==> config.mk <==
export PLATFORM = sky130hd
export DESIGN_NAME = multimode_counter
export DESIGN_NICKNAME = d
export VERILOG_FILES = /design/src/rtl/multimode_counter.sv
export SDC_FILE = /design/constraint.sdc
export NUM_CORES = 1
export LEC_CHECK = 0
export ABC_CLOCK_PERIOD_IN_PS = 1220
export BUFFER_PORTS_ARGS = -buffer_cell sky130_fd_sc_hd__buf_2
export CAP_MARGIN = 20
export CELL_PAD_IN_SITES_DETAIL_PLACEMENT = 1
export CELL_PAD_IN_SITES_GLOBAL_PLACEMENT = 2
export CORE_MARGIN = 5
export CORE_UTILIZATION = 20
export CTS_CLUSTER_DIAMETER = 30
export DETAILED_ROUTE_END_ITERATION = 8
export GPL_TIMING_DRIVEN = 0
export HOLD_SLACK_MARGIN = 0.08
export PLACE_DENSITY = 0.68
export SETUP_SLACK_MARGIN = 0.1
export SLEW_MARGIN = 10
export SYNTH_ARGS = -nofsm -noshare
export SYNTH_HDL_FRONTEND = slang
export SYNTH_SLANG_ARGS = --single-unit
==> constraint.sdc <==
create_clock -name clk -period 1.22 [get_ports clk]
set_input_delay 0.061 -clock clk [delete_from_list [all_inputs] [get_ports clk]]
set_output_delay 0.061 -clock clk [all_outputs]
set_load 0.02 [all_outputs]
==> src/rtl/multimode_counter.sv <==
// multimode_counter
//   Up/down counter bounded to 0..MAX_VAL with synchronous load and a
//   registered terminal-count flag. At a bound the counter either wraps
//   (SATURATE=0, so it behaves as a modulo-(MAX_VAL+1) counter) or holds
//   (SATURATE=1).
//
// Parameters
//   WIDTH    : counter width in bits, 2..32
//   MAX_VAL  : upper count bound, 1..2**WIDTH-1
//   SATURATE : 0 = wrap at the bounds, 1 = hold at the bounds
//
// Ports
//   clk      : clock; all state changes on its rising edge
//   rst      : synchronous active-high reset; counter and tc go to 0
//   en       : count enable
//   up       : direction, 1 = increment, 0 = decrement
//   load     : synchronous load strobe; takes priority over en
//   load_val : value to load; it is clamped to MAX_VAL
//   counter  : registered count value
//   tc       : registered flag; high for the cycle after a boundary step
module multimode_counter #(
    parameter int              WIDTH    = 4,
    parameter longint unsigned MAX_VAL  = (64'd1 << WIDTH) - 64'd1,
    parameter int              SATURATE = 0
) (
    input  logic             clk,
    input  logic             rst,
    input  logic             en,
    input  logic             up,
    input  logic             load,
    input  logic [WIDTH-1:0] load_val,
    output logic [WIDTH-1:0] counter,
    output logic             tc
);

    // Reject parameter sets that cannot describe a valid counter.
    if (WIDTH < 2 || WIDTH > 32 || MAX_VAL == 64'd0 ||
        MAX_VAL > ((64'd1 << WIDTH) - 64'd1) ||
        (SATURATE != 0 && SATURATE != 1)) begin : g_param_err
        $error("multimode_counter: illegal parameters WIDTH=%0d MAX_VAL=%0d SATURATE=%0d",
               WIDTH, MAX_VAL, SATURATE);
    end

    localparam logic [WIDTH-1:0] MAXV = MAX_VAL[WIDTH-1:0];
    localparam bit               SAT  = (SATURATE == 1);

    logic [WIDTH-1:0] load_clamped;
    logic             at_top;
    logic             at_bot;

    assign load_clamped = (load_val > MAXV) ? MAXV : load_val;
    assign at_top       = (counter == MAXV);
    assign at_bot       = (counter == '0);

    // An X on en is treated like en=0 here: the if falls to the hold path.
    always_ff @(posedge clk) begin
        if (rst) begin
            counter <= '0;
            tc      <= 1'b0;
        end else if (load) begin
            counter <= load_clamped;
            tc      <= 1'b0;
        end else if (en) begin
            if (up) begin
                if (at_top) begin
                    counter <= SAT ? MAXV : '0;
                    tc      <= 1'b1;
                end else begin
                    counter <= counter + WIDTH'(1);
                    tc      <= 1'b0;
                end
            end else begin
                if (at_bot) begin
                    counter <= SAT ? '0 : MAXV;
                    tc      <= 1'b1;
                end else begin
                    counter <= counter - WIDTH'(1);
                    tc      <= 1'b0;
                end
            end
        end else begin
            tc <= 1'b0;
        end
    end

endmodule

# Word-level counts from Yosys, hierarchy flattened
# Cells that the tools add are included.
# totals
ff_bits	5
out_inout_bits	5
word_cells	19
# classes
n_addsub	2
magnitude_cmp	1
eq_ne	1
muxes	9
bitwise	1
reduce_logical	3
# op_table
op	count
4-bit two-way mux	6
4-bit by 1-bit adder with 4-bit output, second input constant	1
4-bit equality test, second input constant	1
4-bit > comparator, second input constant	1
4-bit zero test	1
4-bit by 1-bit subtractor with 4-bit output, second input constant	1
1-bit two-way mux	3
3-bit OR reduction	1
2-bit nonzero test	1
1-bit NOT	1

# Longest topological paths before layout
# Gate-level depths: netlist (run 1).
# logic_depth
word_depth	5
depth_mapped	6

# Worst setup path before layout (run 1)
# OpenSTA, ideal clock, no wires.
# synth_path
path_type	reg-to-reg
start	register counter[0]
end	register counter[2]
setup_time_ns	0.115
t_arrival_ns	1.348
path_slack_ns	-0.243
stages_incl_launch_ff	7
path_buffers	0
period_less_slack_ns	1.463
path_cell_list	dfxtp_1 > inv_1 > ha_1 > mux2_1 > nand2_1 > xnor2_1 > o21a_1
# synth_between
elab_chain_cells	5
# synth_rtl
element	line_no	text
from (decl)	32	output logic [WIDTH-1:0] counter,
from (signal assigned)	61	counter <= load_clamped;
from (signal assigned)	66	counter <= SAT ? MAXV : '0;
from (signal assigned)	69	counter <= counter + WIDTH'(1);
4-bit by 1-bit subtractor with 4-bit output, or another cell as far along	77	counter <= counter - WIDTH'(1);
4-bit two-way mux (on tied branches)	73, 65	
4-bit two-way mux *	64	if (up) begin
4-bit two-way mux *	63	end else if (en) begin
4-bit two-way mux *	60	end else if (load) begin
# Every way passes the cells marked *; elsewhere a longest branch is shown, timed or not. The select of a mux whose other input is x is not followed.
# A chain may end at the register's enable or synchronous reset.

# Worst setup path after layout (run 1)
# layout_path
start	register counter[0]
end	register counter[3]
# The elaborated chain is that of the path after synthesis.

==> results of run 1 <==
[metrics by stage]
step / instances / power [W] / instance area (sq um) / setup WS, ns
2_1_floorplan: 41 / 0.0002831 / 341.6 / -0.1532
3_3_place_gp: 68 / 0.0003238 / 416.7 / -0.1813
3_5_place_dp: 68 / 0.0003244 / 416.7 / -0.1793
4_1_cts: 77 / 0.0005709 / 525.5 / -0.1132
5_1_grt: 78 / 0.0006188 / 556.8 / -0.1769
6_report: 78 / 0.0005751 / 556.8 / -0.1088
[kinds of logic (layout without fill, tap and decap cells)]
group / count (synthesis) / in the layout / synth area share, %
buffers and inverters: 5 / 26 / 5.704
multiplexers: 2 / 2 / 6.464
flip-flops: 5 / 5 / 30.42
adder cells (fa/ha/maj): 2 / 2 / 7.603
AO/OA/AOI/OAI: 10 / 10 / 19.77
AND/OR/NAND/NOR: 14 / 14 / 22.05
XOR/XNOR: 3 / 3 / 7.986
[cell usage in the layout (no fill, tap or decap), types with 2 or more instances in the layout]
cell type      synthesis  layout
xnor2_1                3       2
buf_4                  0       4
clkbuf_4               0       3
nor2_1                 4       4
nand2_1                4       3
clkbuf_1               2       3
inv_1                  3       3
dfxtp_4                0       3
dfxtp_1                5       2
a21oi_1                3       3
dlygate4sd3_1          0       2
buf_2                  0      11
[cell type report]
class                           count  area [sq um]  share of cell area [%]
Multi-Input combinational cell     31         275.3                   49.44
Sequential cell                     5         111.4                   20.00
Tap cell                           16         20.02                   3.596
Clock buffer                        4         26.28                   4.719
Timing Repair Buffer               17         105.1                   18.88
Inverter                            3         11.26                   2.022
Buffer                              2         7.507                   1.348
[routing by layer]
layer | up-vias | wire length (um)
met1 | 153 | 458
met5 | - | 0
met3 | 0 | 94
met2 | 12 | 431
li1 | 187 | -
met4 | 0 | 0
[path summary, 6_finish.rpt]
check,endpoint,slack [ns],depth (start not counted)
worst min register to register,counter[3],0.67,2
worst min-delay path,counter[1],0.14,4
worst max register to register,counter[3],-0.11,3
worst max-delay path,counter[3],-0.11,3
[cells in the mapped netlist]
cell / count
clkbuf_1: 2
o21ai_0: 1
or4_1: 1
nand3_1: 1
a21o_1: 1
dfxtp_1: 5
xnor2_1: 3
nor2b_1: 1
ha_1: 2
nor4b_1: 2
inv_1: 3
o21ai_1: 1
nor2_1: 4
a41oi_1: 1
a21oi_1: 3
o21a_1: 1
a311oi_1: 1
nand4_1: 1
nand2_1: 4
mux2_1: 1
mux2i_1: 1
a211oi_1: 1
[worst register-to-register path, delay by kind of cell, from the launching register on]
family / cells / cell delay, ns
AOI/OAI and AO/OA: 2 / 0.34
DFF: 1 / 0.36
and+or+nand+nor: 1 / 0.52
[timing repair]
item / CTS / global route
buffers inserted: 3 / 1
endpoints found under the setup margin: 4 / 4
pin swaps: 3 / 0
gates resized for setup: 8 / 3
hold endpoints to repair: 4 / 0
hold buffers: 2 / 0
[report_power, final]
part	switching, W	internal [W]
sequential	0.0000170	0.000175
combinational	0.0000886	0.0000995
clock	0.0000708	0.000124
total	0.000176	0.000399
[flip-flops by register name (all words and copies together) (netlist names)]
signal	flops
tc	1
counter	4
==> flow_summary.json, run 1 <==
{
  "status": "finished with violations",
  "violations": "setup timing",
  "antenna_found_initial": 0,
  "cp-startpoint": "counter[0]",
  "first_global_vias": 374,
  "synth_seq_cells": 5,
  "grt_max_degree": 11,
  "cts_sinks": 5,
  "drtIter0Drc": 1,
  "grt_use_met3_pct": 6.213,
  "num_vias": 352,
  "grt_pass1_wl_um": 1656,
  "critPathCaptureType": "flop",
  "finalSetupViolCount": 3,
  "dieHeight_um": 50.56,
  "ys_warn_count": 0,
  "gp_congestion": 0.6465,
  "synth_top_area_share_pct": 30.42,
  "fin_skew_ns": 0.001228,
  "yosysTopAreaCell": "dfxtp_1",
  "crit_path_max_fanout": 6,
  "crit_family": "simple AND/OR/NAND/NOR gates",
  "crit_slowest_cell": "or4_4",
  "rsz0062_at_grt": "yes",
  "wl_per_cell_um": 12.62,
  "first_pass_iters": 2,
  "cts_root_buf": "clkbuf_4",
  "grt_overflow": 0,
  "portBuffers": 11,
  "period_share_pct": 108.9,
  "path_class": "reg -> reg",
  "drt_wl_total_um": 984,
  "area.growth.synth_to_final_pct": 69.20,
  "whs_ns": 0.1431,
  "maxSlewHeadroom_pct": 67.50,
  "clkTransAtPathRegs_ns": 0.04,
  "ys_types": 22,
  "diodes": 0,
  "fin_nets": 74,
  "hp-class": "in -> reg",
  "worst_pin_slew_ns": 0.4875,
  "drcViolationCount": 0,
  "required_ns": 1.35,
  "core_sq_mm": 0.001541,
  "reg2reg_from": "counter[0]",
  "dieArea_sq_mm": 0.002556,
  "clock.fmax_mhz": 752.6,
  "ir_worst_vdd_v": 0.0006127,
  "dp_hpwl_um": 643.9,
  "synth_cells": 41,
  "min_period_ns": 1.329,
  "path_cells": "or4_4, a311oi_2, a211oi_1",
  "nFillCells": 190,
  "htreeDepth": 1,
  "synthesis.area_sq_um": 329.1,
  "final.setup.tns_ns": -0.2054,
  "gr-usage-all-layers_pct": 8.592,
  "hold_viol": 0,
  "cap_viol_max_count": 0,
  "synth_fp_nets": 52,
  "power.leakage_nw": 0.2521,
  "grtUsageMet1_pct": 9.982,
  "insertion_delay_ns": 0.24,
  "cts_buffers": 3,
  "power_density_mw_per_mm2": 1033,
  "rows": 14,
  "postLayoutCoreUtil_pct": 36.12,
  "via_per_inst": 4.513,
  "cts_tree": "done",
  "slew_violations": 0,
  "cp.arrival_ns": 1.45,
  "drive_above_1_share_pct": 48.39,
  "cp-start-kind": "flop",
  "slowest_delay_ns": 0.52,
  "drtAntennaViolNets": 0,
  "cts_max_path_buffers": 2,
  "die_x_um": 50.56,
  "min_from": "load_val[1]",
  "start_util_pct": 21.35,
  "yosys-top-cells-area": "dfxtp_1 30%, xnor2_1 8.0%, ha_1 7.6%, nor4b_1 5.3%, a21oi_1 4.6%",
  "critPathBufInv": 0,
  "worst_slack_ns": -0.1088,
  "pin_count": 14,
  "ys_seq_area_share_pct": 30.42,
  "use_met2_pct": 12.40,
  "syn_avg_cell_area_sq_um": 8.026,
  "busiest_layer": "met2"
}
Note: power is estimated with default switching activity, not from simulation.
==> inputs of run 2 (changes only) <==
- BUFFER_PORTS_ARGS: -buffer_cell sky130_fd_sc_hd__buf_2 -> -buffer_cell sky130_fd_sc_hd__clkbuf_2
- CORE_MARGIN: 5 -> 8
==> flow_summary.json, run 2 (synthesis gave the netlist of run 1 again) <==
{
  "clock.fmax_mhz": 721.1,
  "portBuffers": 11,
  "start_util_pct": 21.59,
  "htreeDepth": 1,
  "num_vias": 357,
  "cts_sinks": 5,
  "drive_above_1_share_pct": 38.33,
  "final_cell_mix": "11 x clkbuf_2, 4 x nand2_1, 4 x nor2_1",
  "drtAntennaViolNets": 0,
  "final_cell_area_sq_um": 504.2,
  "first_pass_iters": 3,
  "cts_tree": "done",
  "diodes": 0,
  "rows": 14,
  "path_class": "reg -> reg",
  "power_w": 0.0005525,
  "violations": "setup timing",
  "path_cells": "or4_4, a311oi_2, a211oi_1",
  "period_share_pct": 113.7,
  "drtIter0Drc": 3,
  "min_period_ns": 1.387,
  "cts_max_path_buffers": 2,
  "grt_overflow": 0,
  "critPathBufInv": 0,
  "crit_path_max_fanout": 5,
  "power.leakage_nw": 0.2274,
  "status": "finished with violations",
  "grt_pass1_wl_um": 1738,
  "cap_viol_max_count": 0,
  "wl_per_cell_um": 13.17,
  "worst_slack_ns": -0.1668,
  "hold_viol": 0,
  "rsz0062_at_grt": "yes",
  "maxSlewHeadroom_pct": 70.35,
  "max_flop_register": "counter",
  "dieArea_sq_mm": 0.003199,
  "worst_pin_slew_ns": 0.4448,
  "dieHeight_um": 56.56,
  "cts_buffers": 3,
  "core_sq_mm": 0.001524,
  "final_common_cell": "clkbuf_2",
  "gp_congestion": 0.7066,
  "fin_skew_ns": 0.002864,
  "crit_slowest_cell": "or4_4",
  "gr-usage-all-layers_pct": 6.998,
  "via_per_inst": 4.697,
  "cts_root_buf": "clkbuf_4",
  "required_ns": 1.35,
  "finalSetupViolCount": 4,
  "antenna_found_initial": 0,
  "drt_wl_total_um": 1001,
  "power_density_mw_per_mm2": 1096,
  "pin_count": 14,
  "reg.largest.list": "counter: 4 flops, tc: 1 flops",
  "cp.arrival_ns": 1.52,
  "first_global_vias": 398,
  "grt_max_degree": 11,
  "clkTransAtPathRegs_ns": 0.05,
  "place_area_sq_um": 416.7,
  "ir_worst_vdd_v": 0.0003682,
  "hp-class": "in -> reg",
  "insertion_delay_ns": 0.25,
  "area.growth.synth_to_final_pct": 53.23,
  "drcViolationCount": 0,
  "slew_violations": 0,
  "crit_family": "simple AND/OR/NAND/NOR gates",
  "slowest_delay_ns": 0.54,
  "die_x_um": 56.56,
  "critPathCaptureType": "flop",
  "largest_reg_flops": 4,
  "cp-start-kind": "flop",
  "fin_nets": 72
}
-- run 2: per-stage QoR --
| stage | setup TNS (ns) | setup slack, ns | hold WS (ns) | std cells | util [%] |
|---|---|---|---|---|---|
| 2_1_floorplan | -0.3781 | -0.1532 | 0.1229 | 41 | - |
| 3_3_place_gp | -0.5112 | -0.1714 | 0.2992 | 68 | 27.34 |
| 3_5_place_dp | -0.5476 | -0.1917 | 0.3068 | 68 | 27.34 |
| 4_1_cts | -0.3696 | -0.1314 | 0.1019 | 76 | 33.09 |
| 5_1_grt | -0.6743 | -0.1919 | 0.1487 | 76 | 33.09 |
| 6_report | -0.3480 | -0.1668 | 0.1074 | 76 | 33.09 |
-- run 2: final cells by class --
cell class	count	area, sq um
sequential	5	111.4
multi-input combinational	31	237.7
buffer	2	7.507
tap	16	20.02
fill	188	1020
inverter	3	11.26
clock buffer	4	26.28
timing repair buffer	15	90.09
-- run 2: tightest hold or removal path, cell delays in order --
cell and delay, ns:
clkbuf_2 0.08, inv_1 0.04, a21oi_1 0.05, o21a_1 0.09
-- run 2: layer usage --
metal | global-route usage (%) | up-vias | routed length, um
li1 | - | 183 | -
met1 | 7.006 | 157 | 395
met2 | 10.19 | 12 | 485
met3 | 5.843 | 5 | 97
met4 | 3.093 | 0 | 23
met5 | 0 | - | 0
-- run 2: report_power, final --
part | internal (W) | leakage [nW] | switching [W] | total (W)
Sequential | 0.000176 | 0.0431 | 0.0000231 | 0.000199
Combinational | 0.0000776 | 0.169 | 0.0000721 | 0.000150
Clock | 0.000124 | 0.0150 | 0.0000798 | 0.000204
-- run 2: worst paths after layout --
check | from | endpoint | slack [ns] | cells after the start
max reg2reg | counter[1] | counter[3] | -0.17 | 3
min reg2reg | counter[2] | counter[2] | 0.65 | 2
max | counter[1] | counter[3] | -0.17 | 3
min | load_val[2] | counter[2] | 0.11 | 4
-- run 2: timing repair --
action	CTS	global route
gates resized for setup	5	0
hold buffers	2	0
endpoints found under the setup margin	4	4
buffers inserted	2	0
hold endpoints to repair	4	0
pin swaps	2	0
==> inputs of run 3 (changes only) <==
- ABC_AREA: not set -> 1
- PLACE_DENSITY: 0.68 -> 0.69
==> flow_summary.json, run 3 <==
{
  "clock.fmax_mhz": 893.3,
  "portBuffers": 12,
  "grt_pass1_wl_um": 1987,
  "ys_types": 20,
  "insertion_delay_ns": 0.24,
  "cap_viol_max_count": 0,
  "ys_warn_count": 0,
  "worst_slack_ns": 0.1005,
  "area.growth.synth_to_final_pct": 60.13,
  "required_ns": 1.35,
  "min_period_ns": 1.119,
  "ys_seq_area_share_pct": 26.14,
  "die_x_um": 59.76,
  "dp_hpwl_um": 890.1,
  "cts_root_buf": "clkbuf_4",
  "worst_pin_slew_ns": 0.2659,
  "synth_compound_area_share_pct": 15.69,
  "yosysTopAreaCell": "dfxtp_1",
  "drtIter0Drc": 1,
  "fin_skew_ns": 0.0005367,
  "cp.arrival_ns": 1.25,
  "synth_cells": 58,
  "synth_top_area_share_pct": 26.14,
  "synth_edf_count": 0,
  "cts_sinks": 5,
  "pin_count": 14,
  "cp-start-kind": "flop",
  "num_vias": 453,
  "rows": 16,
  "place_inst": 97,
  "final_cell_mix": "16 x nand2_1, 12 x clkbuf_2, 6 x inv_1",
  "power_density_mw_per_mm2": 944.5,
  "clkTransAtPathRegs_ns": 0.04,
  "slew_violations": 0,
  "async_flop_share_pct": 0,
  "first_pass_iters": 2,
  "power.leakage_nw": 0.2805,
  "gr-usage-all-layers_pct": 7.682,
  "synthesis.area_sq_um": 382.9,
  "yosys.area_share.adder_pct": 6.536,
  "drcViolationCount": 0,
  "status": "finished, final reports clean",
  "first_global_vias": 458,
  "reg.largest.list": "counter: 4 flops, tc: 1 flops",
  "post-synth-top-count-cell": "nand2_1",
  "path_class": "reg -> reg",
  "synth_seq_cells": 5,
  "dieHeight_um": 59.76,
  "synth_flop_cell": "dfxtp_1",
  "yosys-top-cells-area": "dfxtp_1 26%, nand2_1 16%, inv_1 8.8%, ha_1 6.5%, nand3_1 6.5%",
  "largest_reg_flops": 4,
  "cts_max_path_buffers": 2,
  "syn_avg_cell_area_sq_um": 6.601,
  "final.setup.tns_ns": 0,
  "antenna_found_initial": 0,
  "hp-class": "in -> reg",
  "grt_max_degree": 9,
  "power_w": 0.0005791,
  "gp_congestion": 0.7126,
  "start_util_pct": 20.35,
  "ir_worst_vdd_v": 0.0005869,
  "postLayoutCoreUtil_pct": 32.58,
  "drive_above_1_share_pct": 44.30,
  "rsz0062_at_grt": "yes",
  "drt_wl_total_um": 1224,
  "synth_top_family_by_area": "simple AND/OR/NAND/NOR gates",
  "dpl_worst_slack_ns": 0.01862,
  "dieArea_sq_mm": 0.003571,
  "fin_nets": 91,
  "wl_per_cell_um": 11.55,
  "cts_buffers": 3,
  "synthSimpleGateAreaFrac_pct": 33.99,
  "final_common_cell": "nand2_1",
  "synth_xor_xnor_area_share_pct": 4.575,
  "fin_cells": 106,
  "synth_fp_nets": 69,
  "critPathCaptureType": "flop",
  "drtAntennaViolNets": 0,
  "hold_viol": 0,
  "synth_common_cells": "16 x nand2_1, 9 x inv_1, 5 x dfxtp_1, 5 x nand3_1, 4 x nor2_1",
  "via_per_inst": 4.274,
  "grt_overflow": 0,
  "core_sq_mm": 0.001882,
  "htreeDepth": 1,
  "crit_path_max_fanout": 4,
  "maxSlewHeadroom_pct": 82.25,
  "max_flop_register": "counter",
  "diodes": 0,
  "muxShareOfSynthArea_pct": 0,
  "nFillCells": 264,
  "finalSetupViolCount": 0,
  "period_share_pct": 91.76,
  "cts_tree": "done"
}
## run 3: cell count changes after synthesis, moves of 2 or more
cell      before  now
clkbuf_1       2    0
a21oi_2        0    2
nor4b_1        2    0
nand2_1        4   16
inv_1          3    9
nand3_1        1    5
xnor2_1        3    1
## run 3: timing repair
action / in CTS / in global routing
pin swaps: 3 / 2
hold buffers: 2 / 0
setup endpoints to repair: 3 / 4
setup buffers: 3 / 0
resized for setup: 4 / 8
endpoints found under the hold margin: 3 / 0
## run 3: worst paths after layout
path | startpoint | endpoint | slack, ns | cells past startpoint
setup / recovery | counter[0] | counter[3] | 0.10 | 8
hold / removal | en | tc | 0.11 | 3
setup reg to reg | counter[0] | counter[3] | 0.10 | 8
hold reg to reg | counter[1] | counter[1] | 0.55 | 2
## run 3: cell type report
class / instances / area [sq um] / area share [%]
sequential: 5 / 107.6 / 17.55
clock buffer: 4 / 26.28 / 4.286
buffer: 2 / 16.27 / 2.653
inverter: 9 / 41.29 / 6.735
tap: 27 / 33.78 / 5.510
timing repair buffer: 17 / 102.6 / 16.73
multi-input combinational: 42 / 285.3 / 46.53
## run 3: layer usage
metal  vias up  global-route usage (%)  share of wire, %
met5         -                       0                 0
met3         0                   5.376               8.3
li1        228                       -                 -
met4         0                   1.020                 0
met2        11                   13.08                53
met1       214                   7.636                39
## run 3: logic make-up after synthesis
family	count (synthesis)
AO/OA/AOI/OAI	9
XOR/XNOR	2
adder cells (fa/ha/maj)	2
buffers and inverters	11
flip-flops	5
AND/OR/NAND/NOR	29
## run 3: worst max-delay path, stage by stage (launching register included)
cell and delay (ns):
dfxtp_4 0.39, inv_4 0.04, ha_4 0.15, inv_4 0.06
nor2_2 0.04, a21oi_2 0.11, nand3_1 0.09, nand2_1 0.08
a21oi_2 0.05
## run 3: power breakdown
part,switching [W],internal [W]
clock,0.0000696,0.000124
combinational,0.000105,0.0000862
sequential,0.0000197,0.000175
## run 3: stage by stage
step / cell area [sq um] / hold slack, ns
after global placement: 496.7 / 0.3125
final: 613.1 / 0.1082
after detailed placement: 496.7 / 0.3151
after floorplan: 402.9 / 0.1207
after CTS: 574.3 / 0.1036
after global routing: 613.1 / 0.09853
